==> src/rtl/inst_buffer_pkg.sv <==
// Shared types for the Gelato frontend instruction buffer.
package inst_buffer_pkg;

    // Number of warps in the frontend.
    localparam int GELATO_WARP_NUM = 4;
    // Default entries per warp FIFO; power of two, at least 2.
    localparam int INST_BUF_DEPTH  = 4;

    typedef logic [$clog2(GELATO_WARP_NUM)-1:0] warp_num_t;
    typedef logic [$clog2(INST_BUF_DEPTH):0]    inst_buf_count_t;

    // Decoded instruction as handed from decode to issue.
    typedef struct packed {
        warp_num_t   warp_num;
        logic [31:0] pc;
        logic [7:0]  opcode;
        logic [4:0]  rd;
    } inst_t;

endpackage

==> src/rtl/inst_fifo.sv <==
// Single-warp circular FIFO of decoded instructions with synchronous flush.
// The parent gates push/pop so they never fire while this warp is flushed,
// full (push) or empty (pop).
module inst_fifo
    import inst_buffer_pkg::*;
#(
    parameter int DEPTH = INST_BUF_DEPTH,
    parameter int PW    = $clog2(DEPTH),
    parameter int CW    = $clog2(DEPTH) + 1
) (
    input  logic          clk,
    input  logic          rst,
    input  logic          push,
    input  inst_t         push_data,
    input  logic          pop,
    input  logic          flush,
    output inst_t         head,
    output logic [CW-1:0] count
);

    inst_t         mem [DEPTH];
    logic [PW-1:0] rd_ptr;
    logic [PW-1:0] wr_ptr;

    // Pointer and occupancy state; reset and flush both return to empty.
    always_ff @(posedge clk) begin
        if (rst || flush) begin
            rd_ptr <= '0;
            wr_ptr <= '0;
            count  <= '0;
        end else begin
            if (push) wr_ptr <= wr_ptr + PW'(1);
            if (pop)  rd_ptr <= rd_ptr + PW'(1);
            case ({push, pop})
                2'b10:   count <= count + CW'(1);
                2'b01:   count <= count - CW'(1);
                default: count <= count;
            endcase
        end
    end

    // Entry storage write port.
    // NOTE: storage has no reset; validity is tracked entirely by count, so
    // clearing the array would only cost flops and reset fan-out.
    always_ff @(posedge clk) begin
        if (push) mem[wr_ptr] <= push_data;
    end

    assign head = mem[rd_ptr];

endmodule

==> src/rtl/inst_buffer.sv <==
// Per-warp instruction buffer between decode and the warp scheduler.
// Routes pushes by push_inst.warp_num, muxes the head selected by sel_warp,
// and applies per-warp flush. No bypass: a push becomes visible next cycle.
module inst_buffer
    import inst_buffer_pkg::*;
#(
    parameter int WARP_NUM = GELATO_WARP_NUM,
    parameter int DEPTH    = INST_BUF_DEPTH
) (
    input  logic                clk,
    input  logic                rst,
    input  logic                push_valid,
    input  inst_t               push_inst,
    output logic                push_ready,
    input  warp_num_t           sel_warp,
    output logic                out_valid,
    output inst_t               out_inst,
    input  logic                out_ready,
    input  logic                flush_valid,
    input  warp_num_t           flush_warp,
    output logic [WARP_NUM-1:0] nonempty,
    output logic [WARP_NUM-1:0] has_space
);

    localparam int CW = $clog2(DEPTH) + 1;
    localparam logic [CW-1:0] FULL = CW'(DEPTH);

    logic [CW-1:0] counts [WARP_NUM];
    inst_t         heads  [WARP_NUM];
    logic          push_fire;
    logic          pop_fire;

    // A warp being flushed this cycle neither accepts nor offers entries.
    assign push_ready = (counts[push_inst.warp_num] < FULL) &&
                        !(flush_valid && (flush_warp == push_inst.warp_num));
    assign out_valid  = (counts[sel_warp] != '0) &&
                        !(flush_valid && (flush_warp == sel_warp));
    assign out_inst   = heads[sel_warp];

    assign push_fire  = push_valid && push_ready;
    assign pop_fire   = out_valid && out_ready;

    for (genvar w = 0; w < WARP_NUM; w++) begin : g_warp
        inst_fifo #(
            .DEPTH (DEPTH)
        ) u_fifo (
            .clk       (clk),
            .rst       (rst),
            .push      (push_fire && (push_inst.warp_num == warp_num_t'(w))),
            .push_data (push_inst),
            .pop       (pop_fire && (sel_warp == warp_num_t'(w))),
            .flush     (flush_valid && (flush_warp == warp_num_t'(w))),
            .head      (heads[w]),
            .count     (counts[w])
        );

        // Registered-state decodes only; a flush shows up the cycle after.
        assign nonempty[w]  = (counts[w] != '0);
        assign has_space[w] = (counts[w] != FULL);
    end

endmodule

==> config.mk <==
export PLATFORM = sky130hd
export DESIGN_NAME = inst_buffer
export DESIGN_NICKNAME = d
export VERILOG_FILES = /design/src/rtl/inst_buffer_pkg.sv /design/src/rtl/inst_fifo.sv /design/src/rtl/inst_buffer.sv
export SDC_FILE = /design/constraint.sdc
export NUM_CORES = 1
export LEC_CHECK = 0
export BUFFER_PORTS_ARGS = -buffer_cell sky130_fd_sc_hd__buf_2
export CAP_MARGIN = 10
export CORE_MARGIN = 2
export CORE_UTILIZATION = 35
export CTS_CLUSTER_DIAMETER = 120
export DETAILED_ROUTE_END_ITERATION = 10
export HOLD_SLACK_MARGIN = 0.02
export PLACE_DENSITY = 0.62
export SLEW_MARGIN = 20
export SYNTH_ARGS = -nofsm -noshare
export SYNTH_HDL_FRONTEND = slang
export SYNTH_SLANG_ARGS = --single-unit
==> constraint.sdc <==
create_clock -name clk -period 8 [get_ports clk]
set_input_delay 0.8 -clock clk [delete_from_list [all_inputs] [get_ports clk]]
set_output_delay 0.8 -clock clk [all_outputs]
set_load 0.01 [all_outputs]
==> parameters.txt, run 1 <==
Parameter                              Value

Finish
  Final nets    1596
  Most frequent cells in the layout    edfxtp_1, mux4_2, buf_2
  Area used by multi-input combinational logic    0.00645 mm^2
  Area growth, synth to finish    14.4%
  Fin cells    2721
  Share of post-route cells with drive strength above 1    29.6%
  Reg area    0.0233 mm^2
  FILL cells    7511
  Most common cell after layout, fill and taps aside    edfxtp_1

Synth
  Share of flip-flops with an asynchronous set or reset    0%
  Post-synthesis cell area    0.0301 mm^2
  Yosys cell types    42
  Dominant cells by area after synthesis    edfxtp_1, mux4_2, dfxtp_1, a22oi_1, ha_1
  Synth area leader    edfxtp_1
  Count of mapped cells out of synthesis    1376
  Post-synth EDFFs    752
  Share of synthesized area occupied by flip-flops and latches    77.4%
  Primary FF master, synth    edfxtp_1
  Yosys warnings    0
  Mean post-synth cell area    21.9 um^2
  Top cell type's share of synthesized area    75.0%
  Synthesis-stage register bit count    788
  Synthesized netlist net count    1456

Floorplan
  Die X-Extent    297 um
  Number of cell rows    107
  Die area    0.0883 mm^2
  Floorplan die height    297 um
  Initial Utilization    35.3%
  CORE AREA    0.0851 mm^2
  I/O pins    113

Place
  Hpwl dp    34.0 mm
  Last weighted congestion value of the routability-driven placer    0.725
  Port Buffers    112
  Instance count after placement with tap cells included    2578

Power and ir drop
  Worst supply voltage drop on vdd    165 uV
  Final Power    0.00839 W
  Power spent charging and discharging nets    0.00175 W
  Share of total power in the clock network    42.1%
  Leakage power figure    10.7 nW
  Switching share of power    20.9%
  Sequential cell fraction of total power    54.5%
  Power density relative to cell area    244 mW/mm^2
  Cell-internal power    0.00664 W
  Portion of total power attributed to combinational logic    3.4%

Routing
  Post-DR wirelength/cell    24.7 um
  DRC viols    0
  DR pass1 iterations    7
  Number of antenna-violating nets in the routed design    0
  Vias    14.2k
  Post-Route WL    67.2 mm
  Average vias per placed instance    5.22
  DRC violation total after the first TritonRoute iteration    1368

Global routing
  Antenna violations before repair    7
  Gr usage total    15.2%
  First-pass GRT wire length    99.2 mm
  Vias in the first global route    15.1k
  Maximum number of pins on one net before global-route repair    48
  Total congestion overflow after global routing    0

Worst setup path
  Path depth of the worst reg2reg path    3
  Highest fanout seen on the critical path    31
  Startpoint of the lowest-slack register-to-register path    g_warp[0].u_fifo.count[2]
  Worst flop-to-flop path endpoint    g_warp[0].u_fifo.mem[0][16]
  CP Capture Type    output port
  Launching element type of the critical path    flop
  Classification of the worst setup path    reg2out
  Highest cell delay on the worst timing path    680 ps
  R2R setup slack    5360 ps
  Critical path arrival    3120 ps
  CP cell instances    buf_4 > mux4_2 > a22oi_1 > nand2_1 > buf_2
  Critical path data required time    7200 ps
  Highest-delay cell along the critical path    buf_4

CTS
  Clock slew at the register clock pins of the worst setup and hold paths    60 ps
  Post-CTS setup-driven buffer insertion count    0
  Number of buffers added by the clock tree synthesis step    80
  Clock tree from TritonCTS    done
  Clock Tree Root    clkbuf_16
  Post-cts repair resize count    0
  Worst-Skew Late Latency    620 ps
  Total of hold buffers inserted after clock tree synthesis    0
  Number of H-tree levels    3
  Total number of clock tree sinks    788
  Largest buffer count on any clock path    3

Hold path
  Depth of the worst hold-timing path    2
  Worst Min Path Start    g_warp[2].u_fifo.rd_ptr[0]
  Hold Crit Class    reg2reg

Timing
  Final count of negative-setup-slack endpoints    0
  Fin. max-slew vios    0
  Remaining max-slew budget at the tightest pin    34.5%
  Final hold slack    520 ps
  Final Hold Fails    0
  Final critical delay including setup and external delays    3920 ps
  Fin Setup TNS    0 ps
  Transition time at the pin with the least slew margin    983 ps
  Fmax    0.255 GHz
  Portion of the clock cycle consumed by the worst path in the final layout    49.0%
  Setup repair after global routing missed its margin    false
  Max Clock Skew    19.7 ps

Run status
  Run status    completed

Flow run
  Number of max-cap violations    0
[final cells by class]
type / instances / share of cell area (%)
timing repair buffer: 124 / 1.93
sequential: 788 / 67.7
inverter: 28 / 0.305
clock inverter: 43 / 0.995
tap: 1144 / 4.16
clock buffer: 99 / 6.17
antenna: 1 / 0.00727
multi-input combinational: 494 / 18.7
[Yosys cell counts, types with 3 or more instances]
master and n:
mux2i_1 3, inv_1 28, mux4_2 189, nand2_1 50
o21ai_0 6, and2_1 18, nor3_1 4, nor2_1 32
xnor2_1 11, edfxtp_1 752, buf_2 29, clkbuf_1 24
a21oi_1 12, buf_1 8, fa_1 4, or3_1 6
nor2b_1 4, a22oi_1 94, xor2_1 8, nand3_1 4
dfxtp_1 36, buf_4 5, ha_1 20
[power groups by stage]
stage                     Combinational (W)  Clock (W)  Sequential (W)
after CTS                          0.000294    0.00360         0.00457
after global placement             0.000283          0         0.00466
final                              0.000289    0.00353         0.00457
after global routing               0.000315    0.00376         0.00457
after floorplan                    0.000142          0         0.00466
after detailed placement           0.000293          0         0.00466
[state kept, by name, indices dropped and copies added (netlist names), named ones only]
register              count
g_warp.u_fifo.wr_ptr      8
g_warp.u_fifo.mem       752
g_warp.u_fifo.count      12
g_warp.u_fifo.rd_ptr      8
[through the flow]
step / setup slack, ps / area, um^2 / utilization (%)
after floorplan: 4670 / 30100 / -
after global placement: 4560 / 31900 / 37.5
after detailed placement: 4480 / 32000 / 37.5
after CTS: 3940 / 34400 / 40.4
after global routing: 3800 / 34400 / 40.4
final: 4080 / 34400 / 40.4
[critical path, delay by kind of cell, from the launching register on]
kind / cells / cell delay [ps]
buffers and inverters: 2 / 870
flip-flops: 1 / 610
multiplexers: 1 / 610
AO/OA/AOI/OAI: 1 / 190
AND/OR/NAND/NOR: 1 / 190
[layer usage]
metal  up-vias  track usage [%]  share of wire [%]
met3        96             2.64                6.5
li1       6016                -                  -
met5         -                0              0.051
met4         6             4.30                2.0
met1      7554             21.2                 43
met2       530             24.5                 48
[cells by family (layout without fill, tap and decap cells)]
logic type	Yosys count	after routing	synth area share [%]
compound gates	130	130	3.28
mux	192	192	14.2
fa+ha+maj	24	24	1.10
buf+inv	94	294	1.36
flops	788	788	77.4
other cells	0	1	0
xor+xnor	20	20	0.607
simple gates	128	128	1.98
[worst max-delay path by stage]
| stage | startpoint | endpoint | cells after the start |
|---|---|---|---|
| CTS | flop | out_inst[5] | 5 |
| detailed placement | push_inst[46] | g_warp[2].u_fifo.mem[1][16] | 5 |
| floorplan | push_inst[46] | g_warp[0].u_fifo.mem[0][0] | 4 |
| finish | flop | out_inst[0] | 5 |
| global placement | push_inst[46] | g_warp[2].u_fifo.mem[1][22] | 5 |
| global route | flop | out_inst[0] | 5 |
Note: power is estimated with default switching activity, not from simulation.
==> run 2: changes to the inputs <==
==> constraint.sdc (replaced) <==
create_clock -name clk -period 3.9 [get_ports clk]
set_input_delay 0.39 -clock clk [delete_from_list [all_inputs] [get_ports clk]]
set_output_delay 0.39 -clock clk [all_outputs]
set_load 0.01 [all_outputs]
==> run 2 against run 1 <==
Count of clock-buffer cells in the layout increased by 1. Critical endpoint is now out_inst[42]. Sequential power increased by 110%. Sequential cell count unchanged.
==> parameters.txt, run 2 (synthesis gave the netlist of run 1 again) <==
Parameter                              Value

Timing
  Final WS setup    663 ps (was 4080 ps)
  Setup repair after global routing missed its margin    false (unchanged)
  Max Clock Skew    19.7 ps (about the same)
  Remaining max-slew budget at the tightest pin    36.9% (was 34.5%)
  Fmax    0.309 GHz
  Portion of the clock cycle consumed by the worst path in the final layout    83.0%
  Final Hold Fails    0 (unchanged)
  Final count of negative-setup-slack endpoints    0 (unchanged)
  Transition time at the pin with the least slew margin    947 ps (was 983 ps)
  Final critical delay including setup and external delays    3240 ps
  Fin Setup TNS    0 ps (unchanged)
  Fin. max-slew vios    0 (unchanged)

Routing
  DRC viols    0 (unchanged)
  Average vias per placed instance    5.17 (was 5.22)
  DR pass1 iterations    5 (was 7)
  DRC violation total after the first TritonRoute iteration    1233 (was 1368)
  Number of antenna-violating nets in the routed design    0 (unchanged)
  Post-DR wirelength/cell    24.2 um (was 24.7 um)
  Vias    14.1k (was 14.2k)
  Post-Route WL    66.3 mm (was 67.2 mm)

Worst setup path
  Path depth of the worst reg2reg path    3 (unchanged)
  R2R setup slack    1220 ps (was 5360 ps)
  Worst flop-to-flop path endpoint    g_warp[2].u_fifo.mem[0][22] (was g_warp[0].u_fifo.mem[0][16])
  Critical path data required time    3510 ps (was 7200 ps)
  Critical path arrival    2850 ps (was 3120 ps)
  Highest cell delay on the worst timing path    850 ps (was 680 ps)
  CP endpoint    out_inst[42] (was out_inst[0])
  Launching element type of the critical path    flop (unchanged)
  Classification of the worst setup path    reg2out (unchanged)
  CP Capture Type    output port (unchanged)
  Highest-delay cell along the critical path    dfxtp_4 (was buf_4)
  CP cell instances    buf_12 > mux4_2 > a22oi_1 > nand2_1 > buf_2 (was buf_4 > mux4_2 > a22oi_1 > nand2_1 > buf_2)
  Startpoint of the lowest-slack register-to-register path    g_warp[2].u_fifo.count[2] (was g_warp[0].u_fifo.count[2])
  Highest fanout seen on the critical path    30 (was 31)

Finish
  FILL cells    7534 (was 7511)
  Register bank with the most flops    g_warp.u_fifo.mem (unchanged)
  Most frequent cells in the layout    edfxtp_1, mux4_2, buf_2 (unchanged)
  Layout Cell Area excl Fill    0.0346 mm^2 (was 0.0344 mm^2)
  Most common cell after layout, fill and taps aside    edfxtp_1 (unchanged)
  Share of post-route cells with drive strength above 1    29.3% (was 29.6%)
  Final nets    1607 (was 1596)
  Area growth, synth to finish    15.1% (was 14.4%)
  Largest registers ranked by flip-flop count    g_warp.u_fifo.mem: 752 flops, g_warp.u_fifo.count: 12 flops (unchanged)
  Flip-flop count of the largest register after layout    752 (unchanged)

Power and ir drop
  Power density relative to cell area    499 mW/mm^2 (was 244 mW/mm^2)
  Final Power    0.0173 W (was 0.00839 W)
  Leakage power figure    10.7 nW (about the same)
  Switching share of power    20.4% (was 20.9%)
  Sequential cell fraction of total power    54.2% (was 54.5%)
  Share of total power in the clock network    42.3% (was 42.1%)
  Worst supply voltage drop on vdd    274 uV (was 165 uV)
  Power spent charging and discharging nets    0.00353 W (was 0.00175 W)
  Portion of total power attributed to combinational logic    3.5% (was 3.4%)
  Cell-internal power    0.0138 W (was 0.00664 W)

Floorplan
  CORE AREA    0.0851 mm^2 (unchanged)
  Floorplan die height    297 um (unchanged)
  Initial Utilization    35.3% (unchanged)
  Die X-Extent    297 um (unchanged)
  I/O pins    113 (unchanged)
  Die area    0.0883 mm^2 (unchanged)
  Number of cell rows    107 (unchanged)

CTS
  Worst-Skew Late Latency    620 ps (about the same)
  Total of hold buffers inserted after clock tree synthesis    0 (unchanged)
  Clock slew at the register clock pins of the worst setup and hold paths    60 ps (about the same)
  Total number of clock tree sinks    788 (unchanged)
  Post-cts repair resize count    0 (unchanged)
  Post-CTS setup-driven buffer insertion count    0 (unchanged)
  Number of H-tree levels    3 (unchanged)
  Clock Tree Root    clkbuf_16 (unchanged)
  Largest buffer count on any clock path    3 (unchanged)
  Number of buffers added by the clock tree synthesis step    79 (was 80)
  Clock tree from TritonCTS    done (unchanged)

Global routing
  Antenna violations before repair    4 (was 7)
  Gr usage total    15.0% (was 15.2%)
  Maximum number of pins on one net before global-route repair    48 (unchanged)
  Total congestion overflow after global routing    0 (unchanged)
  First-pass GRT wire length    98.5 mm (was 99.2 mm)
  Vias in the first global route    15.2k (was 15.1k)

Place
  Placed inst area    0.0321 mm^2 (was 0.0320 mm^2)
  Hpwl dp    38.2 mm (was 34.0 mm)
  Setup WS pre-CTS    841 ps (was 4480 ps)
  Last weighted congestion value of the routability-driven placer    0.734 (was 0.725)
  Port Buffers    112 (unchanged)

Hold path
  Hold Crit Class    in2reg (was reg2reg)

Flow run
  Number of max-cap violations    0 (unchanged)

Run status
  Run status    completed (unchanged)
run 2: changes by cell type in the layout (fill, tap and decap cells not counted), moves of 2 or more:
cell,delta
buf_12,+7
buf_4,+5
bufinv_16,+4
clkbuf_1,+5
clkbuf_16,-3
clkinv_1,+9
clkinv_2,-12
clkinvlp_4,-2
run 2: area by class of cell:
type / count / area (um^2) / share of cell area, %
antenna: 1 / 2.50 / 0.00723
clock buffer: 100 / 2060 / 5.94
clock inverter: 43 / 430 / 1.24
inverter: 28 / 105 / 0.303
multi-input combinational: 494 / 6450 / 18.6
sequential: 788 / 23300 / 67.3
tap: 1144 / 1430 / 4.13
timing repair buffer: 136 / 841 / 2.43
run 2: metrics by stage:
step | utilization (%) | cells | hold slack, ps
6_report | 40.7 | 2734 | 141
5_1_grt | 40.7 | 2733 | 137
4_1_cts | 40.7 | 2733 | 102
3_5_place_dp | 37.8 | 2590 | 521
3_3_place_gp | 37.8 | 2590 | 497
2_1_floorplan | - | 1376 | 481
run 2: routing by layer:
layer / vias to the layer above / GRT usage, % / wire length (um)
li1: 6048 / - / -
met1: 7508 / 20.1 / 27700
met2: 498 / 24.8 / 32800
met3: 86 / 2.99 / 4370
met4: 2 / 4.73 / 1470
met5: - / 0 / 8
run 2: worst min path at each step:
stage                     cells after the start                     endpoint                       from  slack [ps]
after floorplan                               2    g_warp[0].u_fifo.count[1]  g_warp[0].u_fifo.count[1]         480
after global placement                        2    g_warp[0].u_fifo.count[1]  g_warp[0].u_fifo.count[1]         500
after detailed placement                      2    g_warp[0].u_fifo.count[1]  g_warp[0].u_fifo.count[1]         520
after CTS                                     1  g_warp[2].u_fifo.mem[3][13]              push_inst[13]         100
after global routing                          1  g_warp[0].u_fifo.mem[1][11]              push_inst[11]         140
final                                         1  g_warp[2].u_fifo.mem[3][13]              push_inst[13]         140
run 2: worst max-delay path: cells and delay by family (launching register included):
family                 cells  cell delay, ps
AOI/OAI and AO/OA          1             220
and+or+nand+nor            1             170
DFF                        1             850
muxes                      1             520
buffers and inverters      2             460
run 2: power by group through the flow:
stage | registers, W | clock network (W) | logic, W
finish | 0.00938 | 0.00731 | 0.000600
global route | 0.00938 | 0.00778 | 0.000655
CTS | 0.00938 | 0.00747 | 0.000613
detailed placement | 0.00956 | 0 | 0.000611
global placement | 0.00955 | 0 | 0.000593
floorplan | 0.00955 | 0 | 0.000291
